<file path="config.mk">
export PLATFORM = sky130hd
export DESIGN_NAME = ahb_fifo_wr_ctrl
export DESIGN_NICKNAME = d
export VERILOG_FILES = /design/src/rtl/ahb_fifo_wr_ctrl.sv
export SDC_FILE = /design/constraint.sdc
export NUM_CORES = 1
export LEC_CHECK = 0
export ABC_CLOCK_PERIOD_IN_PS = 3300
export CAP_MARGIN = 0
export CORE_ASPECT_RATIO = 0.75
export CORE_MARGIN = 2
export CORE_UTILIZATION = 42
export DETAILED_ROUTE_END_ITERATION = 10
export HOLD_SLACK_MARGIN = 0.15
export PLACE_DENSITY = 0.87
export REMOVE_ABC_BUFFERS = 1
export SLEW_MARGIN = 10
export SYNTH_ARGS = -nofsm -noshare
export SYNTH_HDL_FRONTEND = slang
export SYNTH_SLANG_ARGS = --single-unit
</file>
<file path="constraint.sdc">
create_clock -name w_clk -period 3.3 [get_ports w_clk]
set_clock_uncertainty 0.2 [all_clocks]
set_input_delay 0.66 -clock w_clk [delete_from_list [all_inputs] [get_ports w_clk]]
set_output_delay 0.66 -clock w_clk [all_outputs]
set_load 0.01 [all_outputs]
</file>
<file path="src/rtl/ahb_fifo_wr_ctrl.sv">
// AHB-Lite write-only slave front end for an asynchronous FIFO.
// Legal write transfers are captured in the address phase and pushed as
// {addr, size, wdata} in the data phase. The FIFO full flag stretches the
// data phase with wait states. Reads, oversize and misaligned transfers get
// a two-cycle ERROR response and never reach the FIFO.
module ahb_fifo_wr_ctrl #(
  parameter  int ADDR_W  = 32,
  parameter  int DATA_W  = 32,
  localparam int ENTRY_W = ADDR_W + 3 + DATA_W
) (
  input  logic               w_clk,
  input  logic               w_rstn,
  input  logic               HSEL,
  input  logic [1:0]         HTRANS,
  input  logic               HWRITE,
  input  logic [ADDR_W-1:0]  HADDR,
  input  logic [2:0]         HSIZE,
  input  logic [DATA_W-1:0]  HWDATA,
  input  logic               HREADY,
  output logic               HREADYOUT,
  output logic               HRESP,
  input  logic               full,
  output logic               w_inc,
  output logic [ENTRY_W-1:0] w_data,
  output logic [15:0]        wr_cnt
);

  // Largest HSIZE the data bus can carry: 2 (word) on 32 bits, 3 on 64 bits.
  localparam logic [2:0] MAX_SIZE = (DATA_W == 64) ? 3'd3 : 3'd2;

  typedef enum logic [1:0] {
    IDLE = 2'b00,
    DATA = 2'b01,
    ERR1 = 2'b10,
    ERR2 = 2'b11
  } state_t;

  state_t            state_r;
  state_t            state_nxt_s;
  logic [ADDR_W-1:0] addr_q;
  logic [2:0]        size_q;
  logic [15:0]       wr_cnt_r;
  logic              valid_s;
  logic              legal_s;
  logic              capture_s;
  logic              unused_s;

  // True when the low address bits are a multiple of the transfer size.
  function automatic logic is_aligned(input logic [2:0] addr_lo, input logic [2:0] size);
    logic ok;
    case (size)
      3'd0:    ok = 1'b1;
      3'd1:    ok = (addr_lo[0] == 1'b0);
      3'd2:    ok = (addr_lo[1:0] == 2'b00);
      3'd3:    ok = (addr_lo == 3'b000);
      default: ok = 1'b0;
    endcase
    return ok;
  endfunction

  // NONSEQ and SEQ are distinguished only by HTRANS[1]; bit 0 is not needed.
  assign unused_s = HTRANS[0];

  assign valid_s = HSEL & HREADY & HTRANS[1];
  assign legal_s = valid_s & HWRITE & (HSIZE <= MAX_SIZE) & is_aligned(HADDR[2:0], HSIZE);
  assign wr_cnt  = wr_cnt_r;

  // Next-state decode and bus/FIFO outputs; outputs follow state and full directly
  // so a stall or push takes effect in the same cycle the FIFO flag changes.
  always_comb begin
    state_nxt_s = state_r;
    capture_s   = 1'b0;
    HREADYOUT   = 1'b1;
    HRESP       = 1'b0;
    w_inc       = 1'b0;
    w_data      = '0;
    case (state_r)
      IDLE: begin
        if (valid_s) begin
          if (legal_s) begin
            state_nxt_s = DATA;
            capture_s   = 1'b1;
          end else begin
            state_nxt_s = ERR1;
          end
        end else begin
          state_nxt_s = IDLE;
        end
      end
      DATA: begin
        w_data    = {addr_q, size_q, HWDATA};
        HREADYOUT = ~full;
        w_inc     = ~full;
        if (full) begin
          // Master holds HWDATA; retry the push next cycle.
          state_nxt_s = DATA;
        end else if (valid_s) begin
          if (legal_s) begin
            state_nxt_s = DATA;
            capture_s   = 1'b1;
          end else begin
            state_nxt_s = ERR1;
          end
        end else begin
          state_nxt_s = IDLE;
        end
      end
      ERR1: begin
        // First ERROR cycle: wait state so the master can cancel its next transfer.
        HREADYOUT   = 1'b0;
        HRESP       = 1'b1;
        state_nxt_s = ERR2;
      end
      ERR2: begin
        HRESP = 1'b1;
        if (valid_s) begin
          if (legal_s) begin
            state_nxt_s = DATA;
            capture_s   = 1'b1;
          end else begin
            state_nxt_s = ERR1;
          end
        end else begin
          state_nxt_s = IDLE;
        end
      end
      default: begin
        state_nxt_s = IDLE;
      end
    endcase
  end

  // State register; reset drops any pending entry without pushing it.
  always_ff @(posedge w_clk or negedge w_rstn) begin
    if (!w_rstn) begin
      state_r <= IDLE;
    end else begin
      state_r <= state_nxt_s;
    end
  end

  // Address-phase capture of the transfer that will be pushed in its data phase.
  always_ff @(posedge w_clk or negedge w_rstn) begin
    if (!w_rstn) begin
      addr_q <= '0;
      size_q <= 3'd0;
    end else if (capture_s) begin
      addr_q <= HADDR;
      size_q <= HSIZE;
    end else begin
      addr_q <= addr_q;
      size_q <= size_q;
    end
  end

  // Running count of completed pushes, wrapping at 16 bits.
  always_ff @(posedge w_clk or negedge w_rstn) begin
    if (!w_rstn) begin
      wr_cnt_r <= 16'd0;
    end else if (w_inc) begin
      wr_cnt_r <= wr_cnt_r + 16'd1;
    end else begin
      wr_cnt_r <= wr_cnt_r;
    end
  end

endmodule

</file>
==> impl_metrics.json, run 1 <==
{
  "synthCells": 229,
  "clk_latency_ps": 300,
  "pwr_density_cell_nw_per_um2": 561.7,
  "first_iter_violations": 44,
  "drv_cap": 0,
  "crit_family": "buffers and inverters",
  "vias_per_cell": 4.714,
  "startpoint_type": "register",
  "fin_util_pct": 70.99,
  "yosysSeqAreaShare_pct": 46.59,
  "hold_class": "primary input to async pin",
  "status": "finished clean",
  "cts_tree": "yes",
  "nNetsFinal": 467,
  "synth-main-ff-cell": "dfrtp_1",
  "fin_area_um2": 4574,
  "max-vdd-ir-drop_mv": 0.3687,
  "die_w_um": 99.06,
  "cts_resized": 0,
  "numPortBuffers": 159,
  "r2r-start": "state_r[1]",
  "io_pins": 161,
  "synthesis.area_um2": 2846,
  "rr_endpoint": "addr_q[4]",
  "p_leak_uw": 0.001999,
  "first_pass_iters": 4,
  "ys_async_sr_fraction_pct": 100.0,
  "cpPeakStageDelay_ps": 560,
  "grt_pass1_vias": 2220,
  "finalSetupViolCount": 0,
  "avgSynthCellArea_um2": 12.43,
  "dieArea_um2": 7459,
  "worstPathMaxFanout": 57,
  "most-common-layout-cells": "158 x clkdlybuf4s50_1, 68 x and2_1, 53 x dfrtp_1",
  "cts.clk_slew.worst_paths_ps": 90,
  "post-route-drc-count": 0,
  "min_period_over_period_pct": 92.04,
  "ys_ff_latch": 53,
  "worst_pin_slew_ps": 941.6,
  "critPathArrivalTime_ps": 2180,
  "track_usage_pct": 20.15,
  "cts_buffers": 5,
  "cts_hold_buf": 0,
  "synthDistinctLibCells": 36,
  "yosysWarnings": 0,
  "cts_root_buf": "clkbuf_8",
  "start_util_pct": 44.17,
  "postCtsSetupRepairBufs": 0,
  "worst_setup_path_end_kind": "output pin",
  "gp_congestion": 0.7583,
  "hold_violations": 0,
  "slew_headroom_pct": 37.23,
  "row_count": 25,
  "slowest_stage": "clkdlybuf4s50_1",
  "clock-sinks": 53,
  "grt_max_degree": 58,
  "rsz0062_at_grt": "false",
  "antenna-diode-count": 0,
  "die_height_um": 75.30,
  "cp.required_ps": 2440,
  "slew_viol_final": 0,
  "drive_gt1_share_pct": 14.99,
  "grt_pass1_wl_mm": 11.71,
  "reg2reg_slack_ps": 650,
  "cts.path.max_buffers": 2,
  "critPathBufInv": 3,
  "syn_to_final_growth_pct": 60.70,
  "crit_type": "register to output pin",
  "reg2reg_depth": 9,
  "fmax_ghz": 0.3292,
  "final_common_cell": "clkdlybuf4s50_1",
  "overflow": 0,
  "dp_hpwl_mm": 5.672,
  "core-area_um2": 6444,
  "vias": 2206,
  "wl_per_cell_um": 15.46,
  "crit_chain": "inv_1 > ha_2 > buf_12 > nor2b_1 > clkdlybuf4s50_1",
  "post_dp_cell_area_um2": 4501,
  "placed_cells": 462,
  "drt_wl_total_mm": 7.236,
  "final_antenna_net_count": 0,
  "fin_cells": 468,
  "cts.htree.levels": 2,
  "synth_edf_count": 0,
  "fin_total_pwr_uw": 2570,
  "antenna_found_initial": 0,
  "min_period_ps": 3037
}
## cells by family after synthesis
family          count (synthesis)  synth area share (%)
xor+xnor                       15                 4.616
simple gates                   99                 23.12
mux                            36                 18.02
buf+inv                        15                 3.868
flops                          53                 46.59
fa+ha+maj                       4                 1.758
compound gates                  7                 2.022
## layer usage
layer / GRT usage, % / vias to the layer above / wire (um)
li1: - / 1067 / -
met1: 26.65 / 1058 / 3124
met2: 34.83 / 73 / 3616
met3: 4.404 / 8 / 417
met4: 4.566 / 0 / 77
met5: 0 / - / 0
## cells in the mapped netlist (all sizes together), types with 2 or more instances
library cell	number	area share, %
o21ai	4	1.4
inv	3	0.40
and3	2	0.44
and2	68	15
dfrtp	53	47
buf	5	2.5
nand2	7	0.92
mux2	35	18
nor3	2	0.35
nor2b	3	0.66
nand3	3	0.53
nor2	3	0.97
xor2	6	1.8
xnor2	9	2.8
clkbuf	7	0.92
nand4	3	0.88
ha	4	1.8
and4	2	0.66
nor4	2	1.2
## final cells by class
class                   count  area, um^2
fillers                   493        1869
clock inverters             1       5.005
multi-input cells         161        1413
repair buffers            164        1649
well taps                  81       101.3
clock buffers               5       68.82
inverters                   3       11.26
flip-flops and latches     53        1326
## how the worst max path moves through the flow
stage	start	to	slack [ps]	depth (start not counted)
after CTS	state_r[1]	w_inc	240	5
after global placement	state_r[1]	HREADYOUT	600	5
after global routing	state_r[1]	w_inc	90	5
final	state_r[1]	w_inc	260	5
after floorplan	state_r[1]	addr_q[0]	-30	6
after detailed placement	HSIZE[1]	addr_q[4]	550	6
## worst reg2reg max path, delay by kind of cell (launching register included)
family / cells / cell delay, ps
muxes: 1 / 330
adders and majority gates: 1 / 370
DFF: 1 / 410
AOI/OAI and AO/OA: 1 / 80
buffers and inverters: 4 / 750
and+or+nand+nor: 2 / 420
## sequential cells by signal, summed over array words and instances, names as in the netlist
signal,count
addr_q,32
wr_cnt,16
size_q,3
state_r,2
## power by group
part / switching [uW] / internal [uW]
Clock: 195 / 140
Sequential: 121 / 830
Combinational: 501 / 783
## metrics by stage
step	setup slack (ps)	setup TNS (ps)	hold WS [ps]
CTS	239.6	0	297.9
floorplan	-33.72	-168.6	164.4
global placement	599.4	0	259.4
detailed placement	552.8	0	283.1
global route	86.97	0	310.5
finish	262.6	0	294.3
Power figures use the tool's default switching activity.
==> run 2, diff against run 1 <==
ABC_AREA = 1   (was not set)
CORE_ASPECT_RATIO = 1.4   (was 0.75)
PLACE_DENSITY = 0.86   (was 0.87)
==> impl_metrics.json, run 2 <==
{
  "slew_viol_final": 0,
  "max-vdd-ir-drop_mv": 0.4107,
  "cp.required_ps": 2440,
  "crit_chain": "inv_1 > ha_2 > inv_2 > nor2_8 > inv_2 > o21ai_0 > clkdlybuf4s50_1",
  "die_w_um": 74.78,
  "clk_latency_ps": 310,
  "register_area_um2": 1326,
  "first_iter_violations": 103,
  "synth-compound-area-share_pct": 2.464,
  "synth_top_family_by_area": "simple AND/OR/NAND/NOR gates",
  "status": "finished clean",
  "synth-main-ff-cell": "dfrtp_1",
  "syn_to_final_growth_pct": 60.62,
  "clock-sinks": 53,
  "synthAdderAreaFrac_pct": 1.699,
  "wl_per_cell_um": 12.51,
  "synth.most_common_cell": "nand2_1",
  "worst_pin_slew_ps": 530.0,
  "hold_end": "addr_q[10]",
  "post_dp_cell_area_um2": 4604,
  "synthXorXnorAreaFrac_pct": 2.974,
  "placed_cells": 678,
  "synth_common_cells": "213 x nand2_1, 92 x inv_1, 53 x dfrtp_1",
  "yosys-top-cells-area": "dfrtp_1 45%, nand2_1 27%, inv_1 12%",
  "rsz0062_at_grt": "false",
  "holdPathStages": 2,
  "nNetsFinal": 670,
  "dieArea_um2": 7708,
  "rr_endpoint": "addr_q[9]",
  "grt_pass1_wl_mm": 13.48,
  "cpPeakStageDelay_ps": 600,
  "cts.path.max_buffers": 2,
  "cts_root_buf": "clkbuf_8",
  "die_height_um": 103.1,
  "most-common-layout-cells": "213 x nand2_1, 158 x clkdlybuf4s50_1, 92 x inv_1",
  "yosysSeqAreaShare_pct": 45.03,
  "slew_headroom_pct": 64.62,
  "io_pins": 161,
  "hold_start": "addr_q[10]",
  "synth_top_area_share_pct": 45.03,
  "fmax_ghz": 0.3154,
  "dp_hpwl_mm": 6.631,
  "vias": 3121,
  "grt_pass1_vias": 3031,
  "fin_area_um2": 4731,
  "gp_congestion": 0.9079,
  "fin_cells": 687,
  "ys_async_sr_fraction_pct": 100.0,
  "vias_per_cell": 4.543,
  "yosysTopAreaCell": "dfrtp_1",
  "start_util_pct": 42.74,
  "cts_tree": "yes",
  "synthMuxAreaShare_pct": 0,
  "slowest_stage": "clkdlybuf4s50_1",
  "grt_max_degree": 52,
  "row_count": 36,
  "synthSimpleGateAreaFrac_pct": 32.37,
  "drv_cap": 0,
  "p_leak_uw": 0.002685,
  "cts.clk_slew.worst_paths_ps": 90,
  "final_antenna_net_count": 0,
  "antenna-diode-count": 0,
  "reg2reg_depth": 10,
  "multiInputGateArea_um2": 1166,
  "cts.htree.levels": 2,
  "n_fill_cell": 581,
  "numPortBuffers": 159,
  "cts_resized": 0,
  "startpoint_type": "register",
  "postCtsSetupRepairBufs": 0,
  "synthCells": 435,
  "overflow": 0,
  "worst_setup_path_end_kind": "output pin",
  "finalSetupViolCount": 0,
  "drive_gt1_share_pct": 3.378,
  "pre_cts_slack_ps": 295.3,
  "avgSynthCellArea_um2": 6.771,
  "hold_violations": 0,
  "post-route-drc-count": 0,
  "antenna_found_initial": 0,
  "pwr_density_cell_nw_per_um2": 585.9,
  "cts_buffers": 5,
  "drt_wl_total_mm": 8.593,
  "min_period_over_period_pct": 96.07,
  "synthesis.area_um2": 2945,
  "setup_slack_ps": 129.6,
  "crit_type": "register to output pin",
  "worstPathMaxFanout": 19,
  "setup_tns_ps": 0,
  "synth_edf_count": 0,
  "critPathArrivalTime_ps": 2310,
  "min_period_ps": 3170,
  "reg2reg_slack_ps": 970,
  "hold_class": "register to register",
  "ys_ff_latch": 53,
  "core-area_um2": 6892,
  "largest-register": "addr_q",
  "final_common_cell": "nand2_1",
  "largest_register_ffs": 32,
  "first_pass_iters": 4,
  "r2r-start": "state_r[1]",
  "track_usage_pct": 22.78,
  "yosysWarnings": 0,
  "crit_top_cell": "inv_2",
  "synthDistinctLibCells": 21
}
==> run 2: changes by cell type in the layout (fill, tap and decap cells not counted), sizes merged, moves of 3 or more <==
cell   before  now
and2       68    0
inv         3   95
mux2       35    0
nand2       7  213
nand3       3    9
nor2        3   17
nor2b       3    0
o21ai       4   11
xnor2       9    4
==> run 2: how the worst max path moves through the flow <==
stage                     depth (start not counted)  slack, ps          to       start
after global routing                              7         10   HREADYOUT  state_r[1]
after global placement                            5        340   HREADYOUT        full
final                                             7        130   HREADYOUT  state_r[1]
after floorplan                                  10       -420  addr_q[10]  state_r[1]
after detailed placement                          5        300   HREADYOUT        full
after CTS                                         7         90   HREADYOUT  state_r[1]
==> run 2: layout make-up <==
| cell class | count | area share, % |
|---|---|---|
| flip-flops and latches | 53 | 28.03 |
| repair buffers | 165 | 34.81 |
| inverters | 95 | 7.538 |
| multi-input cells | 271 | 24.65 |
| clock buffers | 7 | 1.825 |
| well taps | 95 | 2.513 |
| clock inverters | 1 | 0.6348 |
==> run 2: power by group <==
group          internal (uW)  switching [uW]
Combinational            653             609
Clock                    248             209
Sequential               876             177
==> run 2: kinds of logic (layout without fill, tap and decap cells) <==
family / count (synthesis) / in the layout
and+or+nand+nor: 244 / 244
buffers and inverters: 111 / 268
DFF: 53 / 53
AOI/OAI and AO/OA: 13 / 13
xor gates and xnor gates: 10 / 10
adders and majority gates: 4 / 4
==> run 2: metal layers <==
metal | routed length, um | GRT usage [%] | vias to the layer above
li1 | - | - | 1544
met1 | 3097 | 23.37 | 1415
met4 | 132 | 7.005 | 0
met3 | 828 | 7.038 | 12
met5 | 0 | 0 | -
met2 | 4535 | 43.16 | 150
==> run 2: worst max-delay path: cells and delay by family, from the launching register on <==
kind | cells | cell delay, ps
buffers and inverters | 4 | 900
AOI/OAI and AO/OA | 1 | 140
DFF | 1 | 400
adders and majority gates | 1 | 440
and+or+nand+nor | 1 | 120
==> run 2: what timing repair did <==
item | 4_1_cts | 5_1_grt
hold buffers | 1 | 0
endpoints found under the hold margin | 7 | 0
setup endpoints to repair | 0 | 0
==> run 2: stage by stage <==
step / util, % / total power [uW] / hold WS [ps]
floorplan: - / 1622 / 164.4
global placement: 66.81 / 2276 / 261.8
detailed placement: 66.81 / 2330 / 265.3
CTS: 68.65 / 2798 / 290.4
global route: 68.65 / 2988 / 312.8
finish: 68.65 / 2772 / 286.7
